File: src/rtl/pll_rst_pkg.sv
// Shared definitions for the PLL reset sequencer: FSM state encoding and widths.
package pll_rst_pkg;

    localparam int STATE_W    = 3;
    localparam int LOSS_CNT_W = 8;

    localparam logic [STATE_W-1:0] S_WAIT_LOCK = 3'd0;
    localparam logic [STATE_W-1:0] S_STABILIZE = 3'd1;
    localparam logic [STATE_W-1:0] S_RUN       = 3'd2;
    localparam logic [STATE_W-1:0] S_HOLD      = 3'd3;

    typedef enum logic [STATE_W-1:0] {
        WAIT_LOCK = S_WAIT_LOCK,
        STABILIZE = S_STABILIZE,
        RUN       = S_RUN,
        HOLD      = S_HOLD
    } state_t;

    function automatic int max3(input int a, input int b, input int c);
        int m;
        m = (a > b) ? a : b;
        return (m > c) ? m : c;
    endfunction

endpackage

File: src/rtl/pll_reset_sequencer_sync_bit.sv
// Single-bit multi-flop synchronizer with asynchronous active-low clear.
module sync_bit #(
    parameter int STAGES = 2
) (
    input  logic i_clk,
    input  logic i_rst_n,
    input  logic i_d,
    output logic o_q
);

    logic [STAGES-1:0] r_sync;

    always_ff @(posedge i_clk or negedge i_rst_n) begin
        if (!i_rst_n) begin
            r_sync <= '0;
        end else begin
            r_sync <= {r_sync[STAGES-2:0], i_d};
        end
    end

    assign o_q = r_sync[STAGES-1];

endmodule

File: src/rtl/pll_reset_sequencer.sv
// System reset generator for the PLL output domain: waits for a stable LOCK,
// releases sys_reset_n, re-asserts on filtered lock loss. Optional LOCK_LOSS_COUNT_EN adds a loss counter.
module pll_reset_sequencer
    import pll_rst_pkg::*;
#(
    parameter int SYNC_STAGES   = 2,
    parameter int STABLE_CYCLES = 1024,
    parameter int FILTER_CYCLES = 4,
    parameter int HOLD_CYCLES   = 16
) (
    input  logic               clock_in,
    input  logic               reset_n,
    input  logic               locked,
    output logic               sys_reset_n,
    output logic               sys_ready,
    output logic [STATE_W-1:0] state
`ifdef LOCK_LOSS_COUNT_EN
    ,
    output logic [LOSS_CNT_W-1:0] lock_loss_count
`endif
);

    localparam int MAX_CYCLES = max3(STABLE_CYCLES, HOLD_CYCLES, FILTER_CYCLES);
    localparam int CNT_W      = (MAX_CYCLES > 1) ? $clog2(MAX_CYCLES + 1) : 1;

    localparam logic [CNT_W-1:0] STABLE_LAST = CNT_W'(STABLE_CYCLES - 1);
    localparam logic [CNT_W-1:0] FILTER_LAST = CNT_W'(FILTER_CYCLES - 1);
    localparam logic [CNT_W-1:0] HOLD_LAST   = CNT_W'(HOLD_CYCLES - 1);

    logic       w_rst_n;
    logic       w_lock_sync;

    state_t     r_state;
    state_t     w_state_next;
    logic [CNT_W-1:0] r_cnt;
    logic [CNT_W-1:0] w_cnt_next;
    logic [CNT_W-1:0] r_lcnt;
    logic [CNT_W-1:0] w_lcnt_next;
    logic       r_sys_reset_n;
    logic       w_sys_reset_n_next;
    logic       r_sys_ready;
    logic       w_sys_ready_next;

    // Assertion of reset_n propagates asynchronously; release is retimed to clock_in.
    sync_bit #(
        .STAGES (2)
    ) u_rst_sync (
        .i_clk   (clock_in),
        .i_rst_n (reset_n),
        .i_d     (1'b1),
        .o_q     (w_rst_n)
    );

    sync_bit #(
        .STAGES (SYNC_STAGES)
    ) u_lock_sync (
        .i_clk   (clock_in),
        .i_rst_n (w_rst_n),
        .i_d     (locked),
        .o_q     (w_lock_sync)
    );

    always_ff @(posedge clock_in or negedge w_rst_n) begin
        if (!w_rst_n) begin
            r_state       <= WAIT_LOCK;
            r_cnt         <= '0;
            r_lcnt        <= '0;
            r_sys_reset_n <= 1'b0;
            r_sys_ready   <= 1'b0;
        end else begin
            r_state       <= w_state_next;
            r_cnt         <= w_cnt_next;
            r_lcnt        <= w_lcnt_next;
            r_sys_reset_n <= w_sys_reset_n_next;
            r_sys_ready   <= w_sys_ready_next;
        end
    end

    always_comb begin
        w_state_next       = r_state;
        w_cnt_next         = r_cnt;
        w_lcnt_next        = r_lcnt;
        w_sys_reset_n_next = 1'b0;

        case (r_state)
            WAIT_LOCK: begin
                if (w_lock_sync) begin
                    w_state_next = STABILIZE;
                    w_cnt_next   = '0;
                end
            end
            STABILIZE: begin
                if (!w_lock_sync) begin
                    w_state_next = WAIT_LOCK;
                    w_cnt_next   = '0;
                end else if (r_cnt == STABLE_LAST) begin
                    w_state_next       = RUN;
                    w_lcnt_next        = '0;
                    w_sys_reset_n_next = 1'b1;
                end else begin
                    w_cnt_next = r_cnt + 1'b1;
                end
            end
            RUN: begin
                w_sys_reset_n_next = 1'b1;
                if (w_lock_sync) begin
                    w_lcnt_next = '0;
                end else if (r_lcnt == FILTER_LAST) begin
                    w_state_next       = HOLD;
                    w_cnt_next         = '0;
                    w_sys_reset_n_next = 1'b0;
                end else begin
                    w_lcnt_next = r_lcnt + 1'b1;
                end
            end
            HOLD: begin
                // Lock state is ignored here so every relock goes through a full STABILIZE.
                if (r_cnt == HOLD_LAST) begin
                    w_state_next = WAIT_LOCK;
                    w_cnt_next   = '0;
                end else begin
                    w_cnt_next = r_cnt + 1'b1;
                end
            end
            default: begin
                w_state_next = WAIT_LOCK;
                w_cnt_next   = '0;
            end
        endcase

        w_sys_ready_next = w_sys_reset_n_next & r_sys_reset_n;
    end

    assign sys_reset_n = r_sys_reset_n;
    assign sys_ready   = r_sys_ready;
    assign state       = r_state;

`ifdef LOCK_LOSS_COUNT_EN
    logic [LOSS_CNT_W-1:0] r_loss_cnt;
    logic                  w_loss_event;

    assign w_loss_event = (r_state == RUN) && (w_state_next == HOLD);

    always_ff @(posedge clock_in or negedge w_rst_n) begin
        if (!w_rst_n) begin
            r_loss_cnt <= '0;
        end else if (w_loss_event && (r_loss_cnt != '1)) begin
            r_loss_cnt <= r_loss_cnt + 1'b1;
        end
    end

    assign lock_loss_count = r_loss_cnt;
`endif

endmodule

File: config.mk
export PLATFORM = sky130hd
export DESIGN_NAME = pll_reset_sequencer
export DESIGN_NICKNAME = d
export VERILOG_FILES = /design/src/rtl/pll_rst_pkg.sv /design/src/rtl/pll_reset_sequencer_sync_bit.sv /design/src/rtl/pll_reset_sequencer.sv
export SDC_FILE = /design/constraint.sdc
export NUM_CORES = 1
export LEC_CHECK = 0
export BUFFER_PORTS_ARGS = -buffer_cell sky130_fd_sc_hd__buf_2
export CAP_MARGIN = 25
export CELL_PAD_IN_SITES_DETAIL_PLACEMENT = 1
export CELL_PAD_IN_SITES_GLOBAL_PLACEMENT = 2
export CORE_MARGIN = 2
export CORE_UTILIZATION = 44
export CTS_BUF_LIST = sky130_fd_sc_hd__clkbuf_8
export DETAILED_ROUTE_END_ITERATION = 10
export PLACE_DENSITY_LB_ADDON = 0.08
export RECOVER_POWER = 100
export SLEW_MARGIN = 10
export SYNTH_ARGS = -nofsm -noshare
export SYNTH_HDL_FRONTEND = slang
export SYNTH_SLANG_ARGS = --single-unit
File: constraint.sdc
create_clock -name clock_in -period 1.9 [get_ports clock_in]
set_input_delay 0.095 -clock clock_in [delete_from_list [all_inputs] [get_ports clock_in]]
set_output_delay 0.095 -clock clock_in [all_outputs]
set_load 0.005 [all_outputs]
==> results.ini <==
[final_layout]
finish.instance_area_mm2=0.00284
multiInputGateArea_mm2=0.00131
diodes=0
drive_gt1_frac=0.414
synthToLayoutAreaGrowth_pct=51.2
fin_nets=276
ff_latch_area_um2=751
final_common_cell=buf_4
fillers=411
final_cells=318
mostFrequentLayoutCells=48 x buf_4, 30 x dfrtp_1, 20 x nand2_1

[setup_path]
path_class=register to register
cp.required_ps=2050
crit_fanout=10
reg2reg_slack_ps=-330
critPathLaunch=r_lcnt[1]
critPathArrivalTime_ps=2380
regToRegStartpoint=r_lcnt[1]
critPathLaunchType=register
cp-end-kind=register

[floorplan]
ios=8
die_area_mm2=0.00481
initial_core_util=0.463
dieWidth_um=69.3
core_area_mm2=0.00406
row_count=23
fp.dieH_um=69.3

[placement]
dp_hpwl_um=4380
place_area_mm2=0.00237
io_buffer_count=6
gp_congestion=0.843
placedCellCount=294

[outcome]
violations=setup timing
status=finished with violations

[cts]
htree_levels=2
clkTransAtPathRegs_ps=70
cts_tree=built
cts_sinks=30
clock_path_buffers=2
cts_made_buffers=5
insertion_delay_ps=290
cts-root-buf=clkbuf_8

[timing]
finalCritPeriodShare=1.17
fin_skew_ps=4.55
hold_viol=0
slew_headroom=0.482
setup_viol=26
rsz0062_at_grt=yes
tightest_slew_ps=777
setup_ws_ps=-331
max_freq_ghz=0.448
slew_viol_final=0
fin_tns_setup_ps=-3850
fin_crit_ps=2230

[power]
pwr-share-clk=0.275
p_sw_mw=0.701
p_int_mw=1.35
power_frac_seq=0.345
switching_share=0.342
finalPower_mw=2.05
p_leak_nw=1.20
combPwrFrac=0.380
irDropWorstVdd_uv=471
powerDensity_mw_per_mm2=722

[flow_run]
drv_cap=0

[global_routing]
grt_use_met2=0.493
grt-busiest-layer=met2
gr-usage-all-layers=0.290
grt-ovfl-total=0
grt_pass1_vias=2062
met3_usage=0.0509
antenna_found_initial=0
grt_max_degree=29
grt_util_met1=0.377
grt_pass1_wl_um=10800

[route]
drt_iter0_drc=278
viasPerCell=6.80
wirelength_um=8850
num_vias=2162
wire_per_inst_um=27.8
ant_nets=0
drcViolationCount=0
first_pass_iters=5

[logic_synthesis]
ys_seq_area_frac=0.400
synth_edf_count=0
synthTopCellsByArea=dfrtp_1 40%, ha_1 4.0%, nand2_1 4.0%, mux2i_1 3.2%, a2111oi_2 3.2%
synth.cell_area_mm2=0.00188
synth_area_leader_cell=dfrtp_1
synthMuxAreaShare=0.0440
ys_seq_elements=30
synth-compound-area-share=0.215
synth_xor_area_frac=0
synth_top_family_by_area=simple AND/OR/NAND/NOR gates
ys_warn_count=0
synthFlopType=dfrtp_1
avgSynthCellArea_um2=9.53
yosys.area.top_type_share=0.400
synth_fa_ha_area_frac=0.0400
yosysUniqueCellTypes=51
synthSimpleGateAreaFrac=0.243
synthArstFlopShare=1.00
syn_nets=206
syn_inst=197

[hold_path]
hold_class=input pin to async pin

worst max-delay path, stage by stage (launching register included):
cell and delay [ps]:
dfrtp_1 420, ha_4 160, or4b_4 470, o31a_1 310, buf_12 180, o41ai_4 390, o21ai_1 150
routing by layer:
layer	up-vias	share of wire
li1	871	-
met1	1085	0.39
met2	166	0.49
met3	40	0.071
met4	0	0.046
met5	-	0
metrics by stage:
step / util / worst slack, ps / hold slack, ps
after detailed placement: 0.585 / -223 / -118
after global routing: 0.700 / -335 / 135
final: 0.700 / -331 / 130
after floorplan: - / -35.7 / -201
after global placement: 0.585 / -108 / -122
after CTS: 0.636 / -155 / 125
final cells by class:
type / instances / area share
Clock buffer: 6 / 0.0291
Clock inverter: 2 / 0.00309
Inverter: 13 / 0.0172
Multi-Input combinational cell: 145 / 0.460
Sequential cell: 30 / 0.264
Tap cell: 50 / 0.0220
Timing Repair Buffer: 72 / 0.204
path summary, 6_finish.rpt:
check | end | cells after the start
worst max-delay path | r_cnt[4] | 6
worst min-delay path | u_rst_sync.r_sync[1] | 2
worst max register to register | r_cnt[4] | 6
worst min register to register | u_rst_sync.r_sync[1] | 0
max in group asynchronous | r_cnt[9] | 1
min in group clock_in | u_rst_sync.r_sync[1] | 0
cell usage after synthesis, types with 2 or more instances:
cell,number
dfrtp_1,30
nand2_1,20
inv_1,13
nor3_1,9
nand2b_1,8
o22ai_1,7
or3_1,7
a21oi_1,6
ha_1,6
mux2i_1,6
nand3_1,6
or4_1,5
a2111oi_2,4
a21o_1,4
clkbuf_1,4
nor2_1,4
nor2b_1,4
o21ai_0,4
o31ai_1,4
a211oi_1,3
nand4_1,3
a2111oi_1,2
and2_1,2
buf_6,2
conb_1,2
mux2_2,2
o21bai_1,2
o2bb2ai_1,2
o31a_1,2
o41a_1,2
or2_2,2
repair_timing:
action	in CTS	in global routing
hold endpoints to repair	3	0
cloned	1	0
hold buffers	2	0
gates resized for setup	9	34
pin swaps	5	10
endpoints found under the setup margin	17	24
buffers inserted	5	9
flip-flops by register name, summed over array words and instances (netlist names):
| signal | cells |
|---|---|
| state | 2 |
| sys_ready | 1 |
| r_cnt | 11 |
| sys_reset_n | 1 |
| u_lock_sync.r_sync | 2 |
| r_lcnt | 11 |
| u_rst_sync.r_sync | 2 |
logic make-up (layout without fill, tap and decap cells):
group | Yosys count | after routing
compound gates | 51 | 51
flops | 30 | 30
fa+ha+maj | 6 | 6
simple gates | 78 | 78
buf+inv | 22 | 93
mux | 8 | 8
other cells | 2 | 2
power by group through the flow:
stage	combinational [mW]	clock, mW	sequential (mW)
final	0.780	0.564	0.706
after global routing	0.812	0.593	0.707
after floorplan	0.320	0	0.721
after global placement	0.541	0	0.704
after detailed placement	0.578	0	0.706
after CTS	0.620	0.543	0.694
(Power assumes the default switching activity.)
